<file path="src/rtl/axi_xbar_ax_decode.sv">
// AW/AR address routing stage of the AXI crossbar: decodes the request address against the
// rule map, enforces single-destination-per-ID ordering and registers the routed request.
module axi_xbar_ax_decode #(
    parameter int unsigned NoMstPorts  = 4,
    parameter int unsigned NoAddrRules = 4,
    parameter int unsigned AxiIdWidth  = 4,
    parameter int unsigned AxiIdUsed   = 2,
    parameter int unsigned MaxTrans    = 8,
    parameter int unsigned SelW        = $clog2(NoMstPorts + 1),
    parameter int unsigned CntW        = $clog2(MaxTrans + 1)
) (
    input  logic                        clk_i,
    input  logic                        rst_ni,
    input  logic [NoAddrRules*96-1:0]   addr_map_i,
    input  logic                        slv_valid_i,
    output logic                        slv_ready_o,
    input  logic [AxiIdWidth-1:0]       slv_id_i,
    input  logic [31:0]                 slv_addr_i,
    output logic                        mst_valid_o,
    input  logic                        mst_ready_i,
    output logic [AxiIdWidth-1:0]       mst_id_o,
    output logic [31:0]                 mst_addr_o,
    output logic [SelW-1:0]             mst_sel_o,
    output logic                        mst_decerr_o,
    input  logic                        rsp_done_i,
    input  logic [AxiIdWidth-1:0]       rsp_id_i,
    output logic                        idle_o
);

    localparam int unsigned NoIds = 1 << AxiIdUsed;
    localparam int unsigned RuleW = 96;

    // Each rule is packed as {idx, start_addr, end_addr}, idx in the top word.
    logic [31:0] rule_idx   [NoAddrRules];
    logic [31:0] rule_start [NoAddrRules];
    logic [31:0] rule_end   [NoAddrRules];

    for (genvar r = 0; r < NoAddrRules; r++) begin : g_rule
        assign rule_idx[r]   = addr_map_i[r*RuleW+64 +: 32];
        assign rule_start[r] = addr_map_i[r*RuleW+32 +: 32];
        assign rule_end[r]   = addr_map_i[r*RuleW    +: 32];
    end

    logic [SelW-1:0] dec_sel;
    logic            dec_err;
    logic            dec_hit;

    // First matching rule decides; an out-of-range idx on that rule is a decode error.
    always_comb begin
        dec_sel = SelW'(NoMstPorts);
        dec_err = 1'b1;
        dec_hit = 1'b0;
        for (int r = 0; r < NoAddrRules; r++) begin
            if (!dec_hit && (slv_addr_i >= rule_start[r]) && (slv_addr_i < rule_end[r])) begin
                dec_hit = 1'b1;
                if (rule_idx[r] < 32'(NoMstPorts)) begin
                    dec_sel = rule_idx[r][SelW-1:0];
                    dec_err = 1'b0;
                end
            end
        end
    end

    logic [CntW-1:0]      cnt_q  [NoIds];
    logic [CntW-1:0]      cnt_d  [NoIds];
    logic [SelW-1:0]      dest_q [NoIds];
    logic [SelW-1:0]      dest_d [NoIds];
    logic [AxiIdUsed-1:0] slv_tid;
    logic [AxiIdUsed-1:0] rsp_tid;
    logic                 pass;
    logic                 accept;
    logic                 mst_valid_q;
    logic                 cnt_zero;
    logic                 unused_rsp_id;

    assign slv_tid       = slv_id_i[AxiIdUsed-1:0];
    assign rsp_tid       = rsp_id_i[AxiIdUsed-1:0];
    assign unused_rsp_id = ^rsp_id_i;

    assign pass = (cnt_q[slv_tid] == '0) ||
                  ((dest_q[slv_tid] == dec_sel) && (cnt_q[slv_tid] < CntW'(MaxTrans)));

    // Handshake: a transfer happens on a rising edge where valid && ready; valid never waits
    // on ready. Ready only looks at mst_ready_i when the output register is occupied.
    assign slv_ready_o = rst_ni && pass && (!mst_valid_q || mst_ready_i);
    assign accept      = slv_valid_i && slv_ready_o;

    always_comb begin
        for (int i = 0; i < NoIds; i++) begin
            logic inc;
            logic dec;
            cnt_d[i]  = cnt_q[i];
            dest_d[i] = dest_q[i];
            inc = accept && (slv_tid == AxiIdUsed'(i));
            dec = rsp_done_i && (rsp_tid == AxiIdUsed'(i)) && (cnt_q[i] != '0);
            if (inc && !dec) begin
                cnt_d[i] = cnt_q[i] + CntW'(1);
            end else if (dec && !inc) begin
                cnt_d[i] = cnt_q[i] - CntW'(1);
            end
            if (inc) begin
                dest_d[i] = dec_sel;
            end
        end
    end

    always_ff @(posedge clk_i or negedge rst_ni) begin
        if (!rst_ni) begin
            for (int i = 0; i < NoIds; i++) begin
                cnt_q[i]  <= '0;
                dest_q[i] <= '0;
            end
        end else begin
            for (int i = 0; i < NoIds; i++) begin
                cnt_q[i]  <= cnt_d[i];
                dest_q[i] <= dest_d[i];
            end
        end
    end

    always_ff @(posedge clk_i or negedge rst_ni) begin
        if (!rst_ni) begin
            mst_valid_q  <= 1'b0;
            mst_id_o     <= '0;
            mst_addr_o   <= '0;
            mst_sel_o    <= '0;
            mst_decerr_o <= 1'b0;
        end else if (accept) begin
            mst_valid_q  <= 1'b1;
            mst_id_o     <= slv_id_i;
            mst_addr_o   <= slv_addr_i;
            mst_sel_o    <= dec_sel;
            mst_decerr_o <= dec_err;
        end else if (mst_ready_i) begin
            mst_valid_q  <= 1'b0;
        end
    end

    always_comb begin
        cnt_zero = 1'b1;
        for (int i = 0; i < NoIds; i++) begin
            if (cnt_q[i] != '0) begin
                cnt_zero = 1'b0;
            end
        end
    end

    assign mst_valid_o = mst_valid_q;
    assign idle_o      = cnt_zero && !mst_valid_q;

endmodule

</file>
<file path="config.mk">
export PLATFORM = sky130hd
export DESIGN_NAME = axi_xbar_ax_decode
export DESIGN_NICKNAME = d
export VERILOG_FILES = /design/src/rtl/axi_xbar_ax_decode.sv
export SDC_FILE = /design/constraint.sdc
export NUM_CORES = 1
export LEC_CHECK = 0
export BUFFER_PORTS_ARGS = -buffer_cell sky130_fd_sc_hd__buf_2
export CORE_MARGIN = 8
export CORE_UTILIZATION = 30
export DETAILED_ROUTE_END_ITERATION = 10
export SYNTH_ARGS = -nofsm -noshare
export SYNTH_HDL_FRONTEND = slang
export SYNTH_SLANG_ARGS = --single-unit
export TNS_END_PERCENT = 30
</file>
<file path="constraint.sdc">
create_clock -name clk_i -period 4.23 [get_ports clk_i]
set_clock_uncertainty 0.1 [all_clocks]
set_input_delay 0.2115 -clock clk_i [delete_from_list [all_inputs] [get_ports clk_i]]
set_output_delay 0.2115 -clock clk_i [all_outputs]
set_load 0.1 [all_outputs]
</file>
==> flow_summary.ini <==
[power]
power-per-cell-area_nw_per_um2 = 343
total_power_mw = 5.75
leakage_nw = 8.77
vdd_drop_max_mv = 0.314

[die]
rows = 71
core_area_um2 = 37400
die_h_um = 210
dieArea_um2 = 44200
io_pins = 472
die_w_um = 210
start_util_pct = 30.3

[worst_setup_path]
reg2reg_from = cnt_q[3]
worst-path-buf-inv = 3
rrSetupSlack_ns = 0.75
cpMaxStageDelayCell = or3_4
path_cells = buf_6, buf_4, ha_1, nand4_1, nor3_2, a221o_1, a221o_1, a31oi_4, and2_4, o221ai_4, or3_4, nand2_4, nand3_4, a21oi_2, ha_2, inv_2, ha_1, a21o_1, a21oi_2, xnor2_1, nor2_1, xor2_1
timing.rr.end = cnt_q[3]
cpPeakStageDelay_ns = 0.36
start_kind = primary input
crit_required_ns = 4.35
end_kind = register
critPathKind = primary input to register
cp_max_fo = 8
reg2reg_depth = 14
cpLargestDelayFamily = compound AO/OA/AOI/OAI gates
crit_arrival_ns = 4.30

[global_routing]
grt_pass1_wl_um = 79100
track_usage_pct = 22.6
antenna_found_initial = 7
grt_overflow = 0
grt_pass1_vias = 13950
grt_max_degree = 83

[clocking]
clock_path_buffers = 2
clkSlewWorstSetupHoldPaths_ns = 0.06
root_buffer = clkbuf_16
cts.sinks = 69
cts_buffers = 9
cts-hold-fix-buffers = 0
worstSkewPairLatency_ns = 0.34
cts_tree = built
cts-htree-levels = 3

[outcome]
outcome = finished, final reports clean

[timing]
slew_headroom_pct = 36.2
setup-violations-final = 0
drv_slew = 0
period_minus_slack_ns = 4.19
tightestPinTransition_ns = 0.958
finalCritPeriodShare_pct = 98.9
max_freq_ghz = 0.239
hold_viol = 0
timing.final.ws_setup_ns = 0.0447

[synth]
synth.distinct_cells = 63
synth_edf_count = 0
synth_largest_area_cell = ha_1
syn_inst = 1460
synth_fp_nets = 2157
synthArstFlopShare_pct = 100
yosys_warnings = 0
synth_top_area_share_pct = 29.2
synth_seq_area_share_pct = 15.3
syn_area_um2 = 11300
synth_flop_cell = dfrtp_1
synth.avg_cell_area_um2 = 7.75
synth.top_cells.by_area = ha_1 (29%), dfrtp_1 (15%), inv_1 (8.6%)
ys_seq_elements = 69

[cells_and_area]
layout_common_cells = buf_2 (446), inv_1 (258), ha_1 (234), buf_4 (186), nand3_1 (97)
final_common_cell = buf_2
final_nets = 2769
synthToLayoutAreaGrowth_pct = 47.9
drive_gt1_share_pct = 37.6
final.fill_count = 3784
fin_util_pct = 44.7
multi_input_area_um2 = 9150
final_area_um2 = 16700
seqCellArea_um2 = 1730

[drt]
drtIter0Drc = 958
avgViaCountPerCell = 5.26
drt.antenna.violating_nets = 0
remaining_drc_errors = 0
wirelength_um = 52400
route.vias.total = 13629
first_pass_iters = 5
wl_per_cell_um = 20.2

[placement]
place_congestion = 0.920
pre_cts_slack_ns = -0.521
place_area_um2 = 15600
io_buffer_count = 469
dp_hpwl_um = 43400

[worst_hold_path]
hp-class = primary input to asynchronous set/reset pin

[run]
drv_cap = 0
through the flow:
step	instances	TNS, ns	hold slack [ns]
after floorplan	1460	-0.0245	-0.184
after global placement	2571	-6.65	0.392
after detailed placement	2571	-7.38	0.396
after CTS	2587	0	0.0597
after global routing	2593	-0.0737	0.0837
final	2593	0	0.0215
state kept, by name, indices dropped and copies added, names as in the netlist:
signal	cells
mst_addr_o	32
cnt_q	16
dest_q	12
mst_id_o	4
mst_sel_o	3
mst_decerr_o	1
mst_valid_o	1
per-layer routing:
metal / global-route usage, % / share of wire, % / wire length, um
met4: 6.20 / 2.5 / 1310
met5: 0 / 0.015 / 8
met2: 37.8 / 47 / 24500
met1: 28.9 / 44 / 23000
met3: 4.99 / 6.8 / 3580
power by group:
group,switching [mW],internal [mW]
Clock,0.305,0.576
Combinational,2.44,1.32
Sequential,0.235,0.874
layout make-up:
class | count | share of cell area, %
repair buffers | 651 | 23.2
clock inverters | 6 | 0.666
multi-input cells | 1081 | 54.7
clock buffers | 10 | 1.37
inverters | 260 | 5.85
well taps | 511 | 3.82
flip-flops and latches | 69 | 10.3
diodes | 5 | 0.0748
worst max-delay path by stage:
stage / start / to / slack [ns] / cells past startpoint
finish: slv_addr_i[20] / cnt_q[15] / 0.04 / 22
CTS: slv_addr_i[29] / cnt_q[7] / 0.0007 / 22
detailed placement: slv_addr_i[0] / cnt_q[3] / -0.52 / 24
global route: slv_addr_i[1] / cnt_q[15] / -0.06 / 23
floorplan: cnt_q[4] / idle_o / -0.02 / 5
global placement: slv_addr_i[0] / cnt_q[7] / -0.51 / 24
cell families after synthesis:
family / after synthesis / share of synthesized area (%)
fa+ha+maj: 268 / 29.9
simple gates: 398 / 18.5
mux: 16 / 2.03
compound gates: 383 / 22.6
flops: 69 / 15.3
xor+xnor: 16 / 1.24
buf+inv: 310 / 10.5
synthesized netlist by cell type, types with 6 or more instances:
library cell,n
or3_1,16
a21o_1,28
nor4_1,41
and4_1,10
mux2_2,6
nor3_1,13
inv_1,260
clkbuf_1,35
and2_1,11
nand4_1,46
o21a_1,8
nor2_1,44
or2_2,7
nand3_1,98
a211o_1,7
and3_1,6
ha_1,264
buf_2,7
a31oi_1,41
nand2_1,82
a22oi_1,15
a22o_1,36
xnor2_1,12
o21ai_0,54
a211oi_1,7
a221oi_1,10
o211ai_1,40
a21oi_1,103
dfrtp_1,69
nand2b_1,10
buf_1,6
worst reg2reg max path, stage by stage, from the launching register on:
cell and delay (ns):
dfrtp_1 0.41, mux4_2 0.47, nor2_1 0.24, and2_1 0.23, buf_4 0.29, nand3_1 0.29, a21oi_2 0.20, ha_2 0.19
inv_1 0.08, buf_4 0.15, ha_4 0.21, a21oi_2 0.15, xnor2_1 0.14, nor2_1 0.07, xor2_1 0.14
what timing repair did:
| item | CTS | global route |
|---|---|---|
| pin swaps | 0 | 52 |
| cloned | 0 | 0 |
| setup endpoints to repair | 11 | 12 |
| resized for setup | 6 | 140 |
| buffers inserted | 0 | 1 |
(Power assumes the default switching activity.)
